$ cat src/rtl/nbj_correction_sender.sv
// NBJ correction sender: builds correction words from resolved jumps, queues them, and
// delivers them to fetch over a drive/free handshake. Optional stats: NBJ_SENDER_STATS_EN.
module nbj_correction_sender #(
  parameter int FIFO_DEPTH = 4,
  parameter int PTR_W      = 2
) (
  input  logic        clk,
  input  logic        rst,
  input  logic        i_resolve_valid,
  output logic        o_resolve_ready,
  input  logic [2:0]  i_resolve_index_3,
  input  logic [31:0] i_pred_target_32,
  input  logic [31:0] i_actual_target_32,
  input  logic        i_last,
  input  logic        i_flush,
  output logic        o_drive_back,
  output logic [36:0] o_data_back_37,
  input  logic        i_free_back,
  output logic        o_busy
`ifdef NBJ_SENDER_STATS_EN
  ,
  output logic [15:0] o_mismatch_cnt_16,
  output logic [15:0] o_last_cnt_16
`endif
);

  typedef enum logic [1:0] {ST_IDLE, ST_DRIVE, ST_WAIT_FREE} state_t;

  state_t             state_q, state_d;
  logic [36:0]        mem_q [FIFO_DEPTH];
  logic [PTR_W:0]     wr_ptr_q, wr_ptr_d;
  logic [PTR_W:0]     rd_ptr_q, rd_ptr_d;
  logic [36:0]        data_q;
  logic               full, empty;
  logic               mismatch, enq, pop;
  logic [36:0]        word;

  // Extra wrap bit distinguishes full (wrap differs) from empty (pointers equal).
  assign full  = (wr_ptr_q[PTR_W] != rd_ptr_q[PTR_W]) &&
                 (wr_ptr_q[PTR_W-1:0] == rd_ptr_q[PTR_W-1:0]);
  assign empty = (wr_ptr_q == rd_ptr_q);

  assign mismatch = (i_pred_target_32 != i_actual_target_32);
  assign enq      = i_resolve_valid && !full && (mismatch || i_last) && !i_flush;
  assign word     = {(mismatch ? i_last : 1'b1), mismatch, i_resolve_index_3, i_actual_target_32};

  assign o_resolve_ready = !full;
  assign o_data_back_37  = data_q;

  always_comb begin
    wr_ptr_d = wr_ptr_q + {{PTR_W{1'b0}}, enq};
    rd_ptr_d = rd_ptr_q + {{PTR_W{1'b0}}, pop};
    if (i_flush) begin
      wr_ptr_d = '0;
      rd_ptr_d = '0;
    end
  end

  always_ff @(posedge clk) begin
    if (rst) begin
      wr_ptr_q <= '0;
      rd_ptr_q <= '0;
    end else begin
      wr_ptr_q <= wr_ptr_d;
      rd_ptr_q <= rd_ptr_d;
    end
  end

  always_ff @(posedge clk) begin
    if (enq) mem_q[wr_ptr_q[PTR_W-1:0]] <= word;
  end

  always_ff @(posedge clk) begin
    if (rst)      data_q <= '0;
    else if (pop) data_q <= mem_q[rd_ptr_q[PTR_W-1:0]];
  end

  always_ff @(posedge clk) begin
    if (rst) state_q <= ST_IDLE;
    else     state_q <= state_d;
  end

  // A flush also suppresses the pop, so a head that would be latched this cycle is discarded.
  always_comb begin
    state_d = state_q;
    case (state_q)
      ST_IDLE:      if (!empty && !i_flush) state_d = ST_DRIVE;
      ST_DRIVE:     state_d = ST_WAIT_FREE;
      ST_WAIT_FREE: if (i_free_back) state_d = ST_IDLE;
      default:      state_d = ST_IDLE;
    endcase
  end

  always_comb begin
    pop          = (state_q == ST_IDLE) && !empty && !i_flush;
    o_drive_back = (state_q == ST_DRIVE);
    o_busy       = !empty || (state_q != ST_IDLE);
  end

`ifdef NBJ_SENDER_STATS_EN
  logic [15:0] mis_cnt_q, last_cnt_q;

  always_ff @(posedge clk) begin
    if (rst) begin
      mis_cnt_q  <= '0;
      last_cnt_q <= '0;
    end else if (enq) begin
      if (word[35] && mis_cnt_q != 16'hFFFF)  mis_cnt_q  <= mis_cnt_q + 16'd1;
      if (word[36] && last_cnt_q != 16'hFFFF) last_cnt_q <= last_cnt_q + 16'd1;
    end
  end

  assign o_mismatch_cnt_16 = mis_cnt_q;
  assign o_last_cnt_16     = last_cnt_q;
`endif

endmodule

$ cat config.mk
export PLATFORM = sky130hd
export DESIGN_NAME = nbj_correction_sender
export DESIGN_NICKNAME = d
export VERILOG_FILES = /design/src/rtl/nbj_correction_sender.sv
export SDC_FILE = /design/constraint.sdc
export NUM_CORES = 1
export LEC_CHECK = 0
export CAP_MARGIN = 30
export CORE_MARGIN = 2
export CORE_UTILIZATION = 40
export CTS_CLUSTER_SIZE = 10
export DETAILED_ROUTE_END_ITERATION = 6
export SYNTH_ARGS = -nofsm -noshare
export SYNTH_HDL_FRONTEND = slang
export SYNTH_SLANG_ARGS = --single-unit
$ cat constraint.sdc
create_clock -name clk -period 18.8 [get_ports clk]
set_input_delay 3.76 -clock clk [delete_from_list [all_inputs] [get_ports clk]]
set_output_delay 3.76 -clock clk [all_outputs]
set_load 0.03 [all_outputs]
Word level (Yosys, flattened, before mapping)
Memory sizes are Yosys's and may differ from the RTL's. A register that Yosys moved wholly into a read port is not among the register bits.
Cells that the tools add are included.
{"block": "word_totals", "out_inout_bits": 40, "ff_bits": 8, "inputBits": 73, "ramBits": 148, "word_cells": 36, "latch_bits": 0, "rom_bits": 0, "mem_count": 1}
{"name": "mem_q", "words": 4, "word_bits": 37, "rd": 1, "rd_clocked_by_memory_dff": 1, "wr": 1, "line_no": "30", "rtl": "logic [36:0] mem_q [FIFO_DEPTH];"}
{"block": "op_classes", "n_mux": 6, "n_shift": 0, "n_addsub": 2, "n_bitwise": 0, "magnitude_cmp": 0, "mul": 0, "n_eq_ne": 8, "n_reduce_logical": 16, "n_div": 0}
{"cell": "!= test 32 bit", "count": 1}
{"cell": "logical AND 1 bit", "count": 7}
{"cell": "adder 3 x 1 -> 3 bit", "count": 2}
{"cell": "one-hot mux 2 bit (3 select lines)", "count": 1}
{"cell": "two-way mux 2 bit", "count": 2}
{"cell": "!= test 2 bit, second input constant", "count": 2}
{"cell": "equality test 3 bit", "count": 1}
{"cell": "logical NOT 1 bit", "count": 3}
{"cell": "two-way mux 1 bit", "count": 3}
{"cell": "equality test 2 x 1 -> 1 bit, second input constant", "count": 1}
{"cell": "equality test 2 bit", "count": 1}
{"cell": "equality test 2 bit, second input constant", "count": 1}
{"cell": "logical NOT 2 bit", "count": 1}
{"cell": "logical OR 1 bit", "count": 2}
{"cell": "AND reduction 2 bit", "count": 1}
{"cell": "nonzero test 2 bit", "count": 1}
{"cell": "OR reduction 2 bit", "count": 1}
{"cell": "!= test 1 bit", "count": 1}

Depth between registers and ports, before layout
{"block": "logic_depth", "ltp_word": 8, "ltp_mapped": 9, "mapped_depth_nobuf": 9}

Least setup slack after synthesis
OpenSTA, ideal clock, no wires.
{"block": "synth_timing", "kind": "input port to flip-flop", "start": "input port i_pred_target_32[29]", "end": "memory mem_q[2][0] (enable)", "setup_time_ns": 0.537, "path_stages": 5, "path_buffers": 0, "path_slack_ns": 10.093, "t_required_ns": 18.263, "t_arrival_ns": 8.170, "path_cell_list": "xor2_1 > nor4_1 > nand2_1 > and4bb_2 > nor4b_1"}
{"block": "synth_between", "elab_chain_cells": 6}
{"item": "start: declaration", "line_no": "12", "rtl": "input logic [31:0] i_pred_target_32,"}
{"item": "!= test 32 bit", "line_no": "43", "rtl": "assign mismatch = (i_pred_target_32 != i_actual_target_32);"}
{"item": "logical OR 1 bit", "line_no": "44", "rtl": "assign enq = i_resolve_valid && !full && (mismatch || i_last) && !i_flush;"}
{"item": "logical AND 1 bit (2 in a row)", "line_no": "44"}
{"item": "two-way mux 1 bit", "line_no": "70", "rtl": "if (enq) mem_q[wr_ptr_q[PTR_W-1:0]] <= word;"}
{"item": "two-way mux 1 bit (not written as such)", "line_no": "70"}
{"item": "end: declaration", "line_no": "30"}
Every way passes these cells.

Worst setup path in the final report
{"block": "layout_timing", "start": "register rd_ptr_q[0]", "end": "output port o_busy"}
{"block": "layout_between", "elab_chain_cells": 3}
{"item": "start: declaration", "line_no": "32", "rtl": "logic [PTR_W:0] rd_ptr_q, rd_ptr_d;"}
{"item": "start signal: assignment", "line_no": "65", "rtl": "rd_ptr_q <= rd_ptr_d;"}
{"item": "equality test 3 bit", "line_no": "41", "rtl": "assign empty = (wr_ptr_q == rd_ptr_q);"}
{"item": "logical NOT 1 bit", "line_no": "97", "rtl": "o_busy = !empty || (state_q != ST_IDLE);"}
{"item": "logical OR 1 bit", "line_no": "97"}
{"item": "end: declaration", "line_no": "19", "rtl": "output logic o_busy"}
Every way passes these cells.

==> impl_metrics.yaml <==
run_status:
  status: "finished, final reports clean"
sta:
  fmax_mhz: 161
  slew-limit-headroom_pct: 37.4
  skew_ps: 8.40
  slew_violations: 0
  finalCriticalPeriod_ps: 6220
  rsz0062_at_grt: "no"
  setup_viol: 0
  worstMarginPinSlew_ps: 939
  finalHoldViolCount: 0
  timing.hold.ws_ps: 455
  fin_crit_sh_pct: 33.1
  final.setup.tns_ps: 0
  fin_ws_ps: 12580
final_layout:
  nNetsFinal: 639
  fillers: 1486
  diodes: 0
  area_growth_pct: 27.8
  fin_cells: 804
  final_layout_size_suffix_gt1_share_pct: 15.1
cts:
  clk_pin_slew_ps: 70
  cts_tree: "built"
  hold_buffers: 0
  cts_resized: 0
  cts_buffers: 17
  cts_max_level: 4
  cts_root_buffer: "clkbuf_16"
  postCtsSetupBuffers: 0
  clk_latency_ps: 430
  cts_sinks: 193
  cts_buffer_depth: 2
drt:
  dr.pass1.iters: 4
  vias_per_cell: 5.13
  drcViolationCount: 0
  dr_total_vias: 4122
  antenna_left: 0
  wire_per_inst_um: 19.9
  drt_iter0_markers: 277
  routed_wl_um: 16000
critical_path:
  cp-start-kind: "register"
  path_cells: "xor2_1, nor3_1, nand2_1, clkdlybuf4s50_1"
  end_kind: "output port"
  critPathKind: "register to output port"
  crit_arrival_ps: 2460
  slowest_delay_ps: 900
  slowest_stage: "dfxtp_4"
  ff2ff_path_depth: 8
  reg2reg_slack_ps: 15360
  r2r_start: "rd_ptr_q[0]"
  crit_path_max_fanout: 39
  cp.required_ps: 15040
  rr_endpoint: "rd_ptr_q[2]"
power:
  power_frac_seq_pct: 51.3
  vdd_drop_max_mv: 0.0657
  combPwrFrac_pct: 5.9
  leakage_nw: 2.99
  power_density_nw_per_um2: 97.1
  finalPower_uw: 913
  internal_power_uw: 731
  p_switching_uw: 182
  switching_share_pct: 19.9
  pwr-share-clk_pct: 42.9
worst_hold_path:
  hp-class: "register to register"
  holdCritStartpoint: "o_data_back_37[6]"
  whs_endpoint: "o_data_back_37[6]"
  hold_depth: 2
grt:
  grtUsageTotal_pct: 17.0
  grt_max_degree: 43
  grt-ovfl-total: 0
  grt_pass1_wl_um: 24600
  antenna_found_initial: 0
  grt_pass1_vias: 4342
floorplanning:
  die_x_um: 140
  dieArea_um2: 19500
  rows: 49
  die_y_um: 140
  floorplan.initialDensity_pct: 40.8
  ios: 113
  coreArea_um2: 18000
synthesis:
  yosysTopAreaCell: "edfxtp_1"
  ys_types: 23
  synth_area_um2: 7360
  synth.area.top_cells: "edfxtp_1, dfxtp_1, mux4_2, nand2_1, xnor2_1"
  synthCells: 443
  synth_nets: 520
  synth.avg_cell_area_um2: 16.6
  ys.warnings.count: 0
  seq_area_frac_synth_pct: 72.7
  ys_ff_latch: 193
  synth_top_cell_area_share_pct: 60.4
placed_design:
  io_buffers: 112
  gp_congestion: 0.736
  dp.cells: 772
  pre_cts_ws_ps: 12260
  hpwl_um: 10100
flow_run:
  drv_cap: 0
==> layout make-up <==
cell class	instances	area, um2	area share [%]
Multi-Input combinational cell	228	1920	20.4
Clock inverter	14	209	2.22
Sequential cell	193	5350	56.9
Clock buffer	18	439	4.67
Inverter	1	3.75	0.0399
Tap cell	229	287	3.05
Timing Repair Buffer	121	1200	12.7
==> power groups by stage <==
stage	clock network [mW]	registers [mW]	logic, mW
after floorplan	0	0.480	0.0199
after global placement	0	0.477	0.0534
after detailed placement	0	0.478	0.0542
after CTS	0.398	0.468	0.0545
after global routing	0.416	0.469	0.0575
final	0.392	0.468	0.0536
==> metrics by stage <==
step                area [um2]  utilization (%)
floorplan                 7360                -
global placement          8740             48.5
detailed placement        8760             48.6
CTS                       9400             52.2
global route              9400             52.2
finish                    9400             52.2
==> worst max-delay path by stage <==
stage                               startpoint          end  slack (ps)  cells past startpoint
final                              rd_ptr_q[0]       o_busy       12580                      4
after global routing               rd_ptr_q[0]       o_busy       12360                      4
after CTS                          rd_ptr_q[0]       o_busy       12470                      4
after detailed placement               i_flush  rd_ptr_q[2]       12260                      7
after global placement                 i_flush  rd_ptr_q[2]       12280                      7
after floorplan           i_pred_target_32[29]  mem_q[2][0]       10090                      5
==> synthesized netlist by cell type <==
cell type and number:
xor2_1 11, a21oi_1 38, and4bb_2 1, nand2_1 78, buf_6 3, inv_2 1, nor4_1 4, clkbuf_1 10
ha_1 4, nand4_1 7, edfxtp_1 148, or4_4 1, nor4b_1 2, nor2b_1 1, xnor2_1 26, nand3b_1 1
dfxtp_1 45, nor3_1 4, nand2b_1 1, buf_2 8, mux4_2 37, nor2_1 8, and2_1 4
==> routing by layer <==
| metal | vias to the layer above | global-route usage, % | part of all wire (%) |
|---|---|---|---|
| li1 | 1904 | - | - |
| met1 | 2095 | 22.2 | 44 |
| met2 | 109 | 28.7 | 50 |
| met3 | 14 | 3.72 | 4.5 |
| met4 | 0 | 4.89 | 1.3 |
| met5 | - | 0 | 0 |
==> flip-flops by register name (all words and copies together), names as in the netlist <==
| signal | cells |
|---|---|
| mem_q | 148 |
| state_q | 2 |
| rd_ptr_q | 3 |
| wr_ptr_q | 3 |
| o_data_back_37 | 37 |
==> layout by cell type, fill, tap and decap left out, drive strengths merged <==
master         count
clkbuf            18
nand2b             1
mux4              37
nand3b             1
clkdlybuf4s50    111
nor3               4
and2               4
clkinvlp           3
nand2             78
edfxtp           148
buf               10
nand4              7
nor2b              1
and4bb             1
nor4b              2
clkinv             4
xor2              11
bufinv             5
dfxtp             45
ha                 4
inv                3
a21oi             38
nor4               4
or4                1
xnor2             26
nor2               8
==> worst max-delay path: cells and delay by family (launching register included) <==
family | cells | cell delay [ps]
simple gates | 2 | 330
xor+xnor | 1 | 180
buf+inv | 1 | 610
flops | 1 | 900
==> logic make-up after synthesis <==
family / count (synthesis) / share of synthesized area [%]
flip-flops: 193 / 72.7
AO/OA/AOI/OAI: 38 / 2.59
multiplexers: 37 / 11.3
adder cells (fa/ha/maj): 4 / 0.680
AND/OR/NAND/NOR: 112 / 6.77
XOR/XNOR: 37 / 4.41
buffers and inverters: 22 / 1.56
No activity file was read; power rests on OpenSTA's default activity.
